<file path="src/rtl/rng_pkg.sv">
// Shared types and constants for the round-robin random-number arbiter.
package rng_pkg;

  // Arbiter FSM states.
  typedef enum logic [1:0] {
    IDLE = 2'd0,
    MIX  = 2'd1,
    DONE = 2'd2
  } rng_state_t;

  // LFSR geometry and XNOR feedback taps.
  localparam int LFSR_W = 16;
  localparam int TAP_A  = 15;
  localparam int TAP_B  = 13;
  localparam int TAP_C  = 12;
  localparam int TAP_D  = 10;

  // Result range is 0..RESULT_MOD-1, carried on RESULT_W bits.
  localparam int RESULT_MOD = 100;
  localparam int RESULT_W   = 7;

  // Full-width unsigned modulo, truncated to the result bus width.
  function automatic logic [RESULT_W-1:0] result_of(input logic [LFSR_W-1:0] value);
    return RESULT_W'(value % LFSR_W'(RESULT_MOD));
  endfunction

endpackage

</file>
<file path="src/rtl/lfsr16_core.sv">
// 16-bit XNOR LFSR with parallel load; exposes both current and successor state.
module lfsr16_core
  import rng_pkg::*;
(
  input  logic              clk,
  input  logic              reset_n,
  input  logic              step,
  input  logic              load,
  input  logic [LFSR_W-1:0] load_val,
  output logic [LFSR_W-1:0] state,
  output logic [LFSR_W-1:0] next_state
);

  logic [LFSR_W-1:0] state_r;
  logic              feedback_s;

  // XNOR feedback; the all-zero state is a legal member of the sequence.
  always_comb begin
    feedback_s = ~(state_r[TAP_A] ^ state_r[TAP_B] ^ state_r[TAP_C] ^ state_r[TAP_D]);
    next_state = {state_r[LFSR_W-2:0], feedback_s};
  end

  // Shift register: load wins over step, otherwise hold.
  always_ff @(posedge clk or negedge reset_n) begin
    if (!reset_n) begin
      state_r <= {LFSR_W{1'b0}};
    end else if (load) begin
      state_r <= load_val;
    end else if (step) begin
      state_r <= next_state;
    end else begin
      state_r <= state_r;
    end
  end

  assign state = state_r;

endmodule

</file>
<file path="src/rtl/rng_arbiter.sv">
// Round-robin arbiter sharing one LFSR among N_REQ requesters via req/ack.
module rng_arbiter
  import rng_pkg::*;
#(
  parameter int N_REQ     = 4,
  parameter int MIX_STEPS = 8
) (
  input  logic                clk,
  input  logic                reset_n,
  input  logic [N_REQ-1:0]    req,
  input  logic                free_run,
  input  logic                seed_load,
  input  logic [LFSR_W-1:0]   seed,
  output logic [N_REQ-1:0]    ack,
  output logic [RESULT_W-1:0] number,
  output logic                busy
);

  localparam int PTR_W = $clog2(N_REQ);
  localparam int CNT_W = $clog2(MIX_STEPS + 1);

  rng_state_t          state_r, state_nxt_s;
  logic [PTR_W-1:0]    rr_ptr_r, rr_ptr_nxt_s;
  logic [PTR_W-1:0]    gnt_idx_r, gnt_idx_nxt_s;
  logic [CNT_W-1:0]    cnt_r, cnt_nxt_s;
  logic [RESULT_W-1:0] number_r, number_nxt_s;
  logic [N_REQ-1:0]    ack_r, ack_nxt_s;
  logic                busy_r, busy_nxt_s;

  logic                lfsr_step_s;
  logic                lfsr_load_s;
  logic [LFSR_W-1:0]   lfsr_state_s;
  logic [LFSR_W-1:0]   lfsr_next_s;
  logic [LFSR_W-1:0]   lfsr_after_s;

  logic [PTR_W-1:0]    pick_idx_s;
  logic                pick_found_s;

  lfsr16_core u_lfsr (
    .clk        (clk),
    .reset_n    (reset_n),
    .step       (lfsr_step_s),
    .load       (lfsr_load_s),
    .load_val   (seed),
    .state      (lfsr_state_s),
    .next_state (lfsr_next_s)
  );

  // Round-robin pick: first asserted request at or after rr_ptr, wrapping.
  always_comb begin
    logic [PTR_W:0] pos;
    pick_idx_s   = {PTR_W{1'b0}};
    pick_found_s = 1'b0;
    pos          = {(PTR_W+1){1'b0}};
    for (int i = 0; i < N_REQ; i++) begin
      pos = {1'b0, rr_ptr_r} + (PTR_W+1)'(i);
      if (pos >= (PTR_W+1)'(N_REQ)) begin
        pos = pos - (PTR_W+1)'(N_REQ);
      end else begin
        pos = pos;
      end
      if (!pick_found_s && req[pos[PTR_W-1:0]]) begin
        pick_found_s = 1'b1;
        pick_idx_s   = pos[PTR_W-1:0];
      end else begin
        pick_found_s = pick_found_s;
      end
    end
  end

  // Value the LFSR will hold after this edge; the result is taken from it.
  always_comb begin
    if (lfsr_step_s) begin
      lfsr_after_s = lfsr_next_s;
    end else begin
      lfsr_after_s = lfsr_state_s;
    end
  end

  // FSM next-state and next values for every registered output.
  always_comb begin
    state_nxt_s   = state_r;
    rr_ptr_nxt_s  = rr_ptr_r;
    gnt_idx_nxt_s = gnt_idx_r;
    cnt_nxt_s     = cnt_r;
    number_nxt_s  = number_r;
    ack_nxt_s     = {N_REQ{1'b0}};
    busy_nxt_s    = 1'b0;
    lfsr_step_s   = 1'b0;
    lfsr_load_s   = 1'b0;
    case (state_r)
      IDLE: begin
        if (pick_found_s) begin
          gnt_idx_nxt_s = pick_idx_s;
          cnt_nxt_s     = {CNT_W{1'b0}};
          state_nxt_s   = MIX;
          busy_nxt_s    = 1'b1;
        end else if (seed_load) begin
          lfsr_load_s = 1'b1;
        end else if (free_run) begin
          lfsr_step_s = 1'b1;
        end else begin
          lfsr_step_s = 1'b0;
        end
      end
      MIX: begin
        lfsr_step_s = 1'b1;
        busy_nxt_s  = 1'b1;
        cnt_nxt_s   = cnt_r + CNT_W'(1);
        if (cnt_r == CNT_W'(MIX_STEPS - 1)) begin
          number_nxt_s = result_of(lfsr_after_s);
          ack_nxt_s    = N_REQ'(1) << gnt_idx_r;
          state_nxt_s  = DONE;
        end else begin
          state_nxt_s  = MIX;
        end
      end
      DONE: begin
        // Move the pointer past the requester just served.
        if (gnt_idx_r == PTR_W'(N_REQ - 1)) begin
          rr_ptr_nxt_s = {PTR_W{1'b0}};
        end else begin
          rr_ptr_nxt_s = gnt_idx_r + PTR_W'(1);
        end
        state_nxt_s = IDLE;
      end
      default: begin
        state_nxt_s = IDLE;
      end
    endcase
  end

  // State and output registers; reset aborts any grant in flight without an ack.
  always_ff @(posedge clk or negedge reset_n) begin
    if (!reset_n) begin
      state_r   <= IDLE;
      rr_ptr_r  <= {PTR_W{1'b0}};
      gnt_idx_r <= {PTR_W{1'b0}};
      cnt_r     <= {CNT_W{1'b0}};
      number_r  <= {RESULT_W{1'b0}};
      ack_r     <= {N_REQ{1'b0}};
      busy_r    <= 1'b0;
    end else begin
      state_r   <= state_nxt_s;
      rr_ptr_r  <= rr_ptr_nxt_s;
      gnt_idx_r <= gnt_idx_nxt_s;
      cnt_r     <= cnt_nxt_s;
      number_r  <= number_nxt_s;
      ack_r     <= ack_nxt_s;
      busy_r    <= busy_nxt_s;
    end
  end

  assign ack    = ack_r;
  assign number = number_r;
  assign busy   = busy_r;

endmodule

</file>
<file path="config.mk">
export PLATFORM = sky130hd
export DESIGN_NAME = rng_arbiter
export DESIGN_NICKNAME = d
export VERILOG_FILES = /design/src/rtl/rng_pkg.sv /design/src/rtl/lfsr16_core.sv /design/src/rtl/rng_arbiter.sv
export SDC_FILE = /design/constraint.sdc
export NUM_CORES = 1
export LEC_CHECK = 0
export BUFFER_PORTS_ARGS = -buffer_cell sky130_fd_sc_hd__buf_4
export CORE_ASPECT_RATIO = 0.8
export CORE_MARGIN = 5
export CORE_UTILIZATION = 30
export DETAILED_ROUTE_END_ITERATION = 10
export SKIP_CTS_REPAIR_TIMING = 1
export SLEW_MARGIN = 25
export SYNTH_ARGS = -nofsm -noshare
export SYNTH_HDL_FRONTEND = slang
export SYNTH_HIERARCHICAL = 1
export SYNTH_SLANG_ARGS = --single-unit
</file>
<file path="constraint.sdc">
create_clock -name clk -period 10.69 [get_ports clk]
set_input_delay 0.5345 -clock clk [delete_from_list [all_inputs] [get_ports clk]]
set_output_delay 0.5345 -clock clk [all_outputs]
set_load 0.01 [all_outputs]
</file>
## Yosys cells after proc, flatten, opt, wreduce, memory -nomap -nowiden

Cells that the tools add are included.

- Flip-flop bits (word level): 38
- Latch bits: 0
- RAM bits: 0
- ROM bits: 0
- Input port bits: 24
- Memories kept: 0

- Add/sub/neg operators: 9
- Multiply operators: 0
- Divide/modulo/power cells: 1
- Magnitude comparators: 8
- Eq/ne operators: 5
- Shift operators: 1
- Muxes and demuxes: 39
- Bitwise gates (word level): 4
- Reductions and logical operators: 11

Operators with widths:

| kind | number |
|---|---|
| two-way mux 16 bit | 2 |
| two-way mux 2 bit | 11 |
| modulo 16 x 7 -> 16 bit, second input constant | 1 |
| two-way mux 1 bit | 15 |
| < comparator 2 x 3 -> 1 bit, second input constant | 4 |
| two-way mux 4 bit | 3 |
| >= comparator 3 bit, second input constant | 3 |
| binary-select mux 1 bit (select 2 bit) | 4 |
| one-hot mux 4 bit (2 select lines) | 1 |
| subtractor 2 x 1 -> 2 bit, second input constant | 4 |
| adder 2 x 2 -> 3 bit, second input constant | 2 |
| AND reduction 2 bit | 3 |
| adder 4 x 1 -> 4 bit, second input constant | 1 |
| equality test 2 bit, second input constant | 2 |
| equality test 4 x 3 -> 1 bit, second input constant | 1 |
| one-hot mux 1 bit (2 select lines) | 2 |
| one-hot mux 2 bit (2 select lines) | 1 |
| << shifter 1 x 2 -> 4 bit, first input constant | 1 |
| adder 2 x 1 -> 3 bit, second input constant | 1 |
| >= comparator 2 x 3 -> 1 bit, second input constant | 1 |
| logical AND 1 bit | 3 |
| logical NOT 1 bit | 3 |
| bitwise XOR 1 bit | 3 |
| adder 2 x 1 -> 2 bit, second input constant | 1 |
| 5 further kinds | 5 |

## Longest topological paths before layout

- Depth after elaboration: 18
- Gate-level depth with buffers: 37

## By module

Netlist, hierarchy kept.

Modules (own cells, without submodules):

| module | instances | cells each | area each (um2) | seq. area each (um2) |
|---|---|---|---|---|
| rng_arbiter | 1 | 489 | 3703.6 | 550.5 |
| lfsr16_core | 1 | 90 | 893.4 | 400.4 |

## Least setup slack after synthesis

Ideal clock, no wire load.

- Kind: input-to-reg
- From: input req[0]
- To: register number_r[5], in the netlist number[5]
- Library setup time: 124 ps
- Arrival: 7424 ps
- Data required time: 10566 ps
- Setup slack: 3142 ps
- Cell stages on the path: 33
- Cells stage by stage: or4_1 buf_2 o22ai_4 nor2_2 or4_4 o21ai_4 a211oi_2 or2_1 buf_2 a311o_1 a22o_1 a211o_1 nor2_1 a21oi_2 xnor2_2 a21o_1 and3_1 buf_6 o211a_4 a31o_1 o311ai_4 o31a_1 and2_1 ha_1 o21ai_0 nand2_1 and3_1 a41oi_1 a311oi_1 o221ai_2 a32oi_2 a21oi_1 a211o_1

- Longest elaborated chain between the ends: 16
- Elaborated cells on any way between the ends: 22
- Classes of those cells: div: 1; mux: 15; reduce/logical: 6

Ends and longest elaborated chain:

| item | line | text |
|---|---|---|
| start, declared | rng_arbiter.sv:10 | `input logic [N_REQ-1:0] req,` |
| binary-select mux 1 bit (select 2 bit) | rng_arbiter.sv:62 | `if (!pick_found_s && req[pos[PTR_W-1:0]]) begin` |
| two-way mux 1 bit (not written as such) | rng_arbiter.sv:62 |  |
| two-way mux 1 bit | rng_arbiter.sv:62 |  |
| logical NOT 1 bit | rng_arbiter.sv:62 |  |
| logical AND 1 bit | rng_arbiter.sv:62 |  |
| two-way mux 1 bit | rng_arbiter.sv:62 |  |
| logical NOT 1 bit | rng_arbiter.sv:62 |  |
| logical AND 1 bit | rng_arbiter.sv:62 |  |
| two-way mux 1 bit | rng_arbiter.sv:62 |  |
| logical NOT 1 bit | rng_arbiter.sv:62 |  |
| logical AND 1 bit | rng_arbiter.sv:62 |  |
| two-way mux 1 bit * | rng_arbiter.sv:62 |  |
| two-way mux 1 bit * | rng_arbiter.sv:93 | `if (pick_found_s) begin` |
| one-hot mux 1 bit (2 select lines) * | rng_arbiter.sv:91 | `case (state_r)` |
| two-way mux 16 bit * | -- |  |
| modulo 16 x 7 -> 16 bit * | rng_pkg.sv:24 | `return RESULT_W'(value % LFSR_W'(RESULT_MOD));` |
| end signal, assigned | rng_arbiter.sv:140 | `number_r <= {RESULT_W{1'b0}};` |
| end signal, assigned | rng_arbiter.sv:148 | `number_r <= number_nxt_s;` |
| end, declared | rng_arbiter.sv:26 | `logic [RESULT_W-1:0] number_r, number_nxt_s;` |

Every way passes the cells marked *; elsewhere a longest branch is shown, timed or not. The select of a mux whose other input is x is not followed.
A chain may end at the register's enable or synchronous reset.

## Worst setup path after layout

- From: input req[0]
- To: register number_r[4], in the netlist number[4]

The elaborated chain is that of the path after synthesis.

==> metrics.md <==
| Metric | Value |
|---|---|
| Synth area leader | `dfrtp_1` |
| Multiplexer share of the synthesized area | `0.0863` |
| IO buf count | `35` |
| Die Span X | `148 um` |
| Startpoint types | `input pin` |
| Max frequency | `110 MHz` |
| Slew headroom | `0.454` |
| Chip height | `121 um` |
| Hold_ws | `0.216 ns` |
| Clock root cell | `clkbuf_16` |
| Clk pin slew, worst setup/hold paths | `0.06 ns` |
| Largest family of logic cells by synthesized area | `compound AO/OA/AOI/OAI gates` |
| Detailed-route via count | `4489` |
| RSZ-0062 raised after global routing | `false` |
| Hold Crit Class | `input pin to async pin` |
| Layout cells sized above 1 | `0.162` |
| Nets | `618` |
| Area of the mapped netlist | `4600 um^2` |
| DRT iter0 DRCs | `448` |
| Final setup vio count | `0` |
| Most frequent cells in the layout | `nand2_1, nor2_1, dfrtp_1, buf_4, o21ai_0` |
| Post-synthesis cell count | `579` |
| Clk_skew | `0.00315 ns` |
| Total routed wirelength | `12200 um` |
| Setup TNS | `0 ns` |
| Final core occ | `0.337` |
| Synth warnings | `6` |
| Crit path max-delay cell type | `inv_2` |
| Synth area leaders | `dfrtp_1, nand2_1, mux2i_1, o21ai_0, nor2_1` |
| Post-synth top area share | `0.207` |
| # rows | `40` |
| Status | `complete, no violations` |
| Antenna Violating Nets Remaining | `0` |
| TritonCTS Buffers | `5` |
| Gr ovfl total | `0` |
| Net Count, Synth | `610` |
| Depth of the CTS H-tree | `2` |
| Crit Path Class | `input pin to flop` |
| Avg WL per Cell | `15.7 um` |
| Synth Area in XOR/XNOR | `0.0302` |
| Part of the cycle the worst path needs | `0.849` |
| # IOs | `36` |
| Critical path arrival | `9.21 ns` |
| Worst Path Required | `10.83 ns` |
| Initial antenna violation count | `0` |
| Slew @ Worst Pin | `0.797 ns` |
| Final hold violation count | `0` |
| Post-Synth Adder-Cell Area | `0.0212` |
| Die area | `17900 um^2` |
| CTS tree | `done` |
| First-pass GRT wire length | `20500 um` |
| Vias in the first global route | `4146` |
| # DRC | `0` |
| Layout Area Growth over Synthesis | `9.91%` |
| Synth Area per Inst | `7.94 um^2` |
| DP Wirelength | `9330 um` |
| Skew-Pair Late Insertion Delay | `0.28 ns` |
| Sink Count | `38` |
| CP peak stage delay | `0.57 ns` |
| Drt first pass iters | `5` |
| Seq cells post-synth | `38` |
| Post-synth EDFFs | `0` |
| ANT cells | `0` |
| Fin. max-slew vios | `0` |
| CTS max path bufs | `2` |
| Asr flop ratio synth | `1.00` |
| GRT Util Overall | `0.133` |
| Final Critical Period | `9.07 ns` |
| Most common cell after layout, fill and taps aside | `nand2_1` |
| Placeable Area | `15000 um^2` |
| Routability congestion estimate from global placement | `0.927` |
| Share of the yosys chip area belonging to registers | `0.207` |
| Synth Flop Type | `dfrtp_1` |
| Max Fanout on Critical Path | `35` |
| Vias per std cell | `5.78` |
| Post-synthesis simple-gate area fraction | `0.239` |
| CP endpoint kind | `flop` |
| Max Cap Viol | `0` |
| Synth cell types | `98` |
| Largest net degree at the start of global routing | `39` |
| Initial Util | `0.306` |
| Synth Area in Compound Gates | `0.351` |
[cells by family (layout without fill, tap and decap cells)]
kind of cell,count (synthesis),count (layout)
buffers and inverters,55,64
AOI/OAI and AO/OA,206,206
and+or+nand+nor,219,219
DFF,38,38
muxes,38,38
adders and majority gates,8,8
xor gates and xnor gates,15,15
[registers in the layout (all words and copies together) (netlist names)]
signal	flops
u_lfsr/state	16
number	7
ack	4
cnt_r	4
gnt_idx_r	2
rr_ptr_r	2
state_r	2
busy	1
[cell usage after synthesis, types with 10 or more instances]
cell      count
nand2_1      79
nor2_1       43
dfrtp_1      38
o21ai_0      35
a21oi_1      28
mux2i_1      28
nand3_1      18
inv_1        17
buf_4        16
and2_1       14
o211ai_1     13
xnor2_1      13
a211oi_1     12
clkbuf_1     10
nor3_1       10
[metal layers]
layer / global-route usage / vias up / routed length (um)
met5: 0 / - / 0
met4: 0.0289 / 0 / 131
met3: 0.0154 / 17 / 500
met2: 0.206 / 135 / 5390
met1: 0.199 / 2137 / 6140
li1: - / 2200 / -
[worst paths after layout]
| kind | slack [ns] | depth (start not counted) | end | start |
|---|---|---|---|---|
| max in group asynchronous | 10.12 | 1 | u_lfsr/state[7] | reset_n |
| worst max register to register | 1.67 | 34 | number[4] | state_r[1] |
| worst min-delay path | 0.22 | 1 | gnt_idx_r[0] | reset_n |
| worst min register to register | 0.50 | 1 | cnt_r[3] | cnt_r[3] |
| min in group clk | 0.47 | 3 | u_lfsr/state[14] | seed[14] |
| worst max-delay path | 1.62 | 35 | number[4] | req[0] |
[stage by stage]
step           instance area, um^2  cells  setup slack, ns
5_1_grt                       5050    777            0.835
6_report                      5050    777             1.62
2_1_floorplan                 4600    579             3.14
3_3_place_gp                  4890    769             1.65
4_1_cts                       5050    777             1.70
3_5_place_dp                  4890    769             1.46
[critical path, delay by kind of cell]
kind	cells	cell delay (ns)
AO/OA/AOI/OAI	21	5.05
adder cells (fa/ha/maj)	1	0.19
AND/OR/NAND/NOR	8	1.82
multiplexers	1	0.44
buffers and inverters	3	0.94
XOR/XNOR	1	0.19
[final cells by class]
cell class	count	area (um^2)
fillers	1593	9960
flip-flops and latches	38	951
well taps	189	236
clock buffers	6	129
multi-input cells	486	3350
clock inverters	2	37.5
inverters	18	67.6
repair buffers	38	285
Power is left out: the tool's default activity adds up to more than one toggle a clock period on the data nets, which glitch-free logic cannot reach.
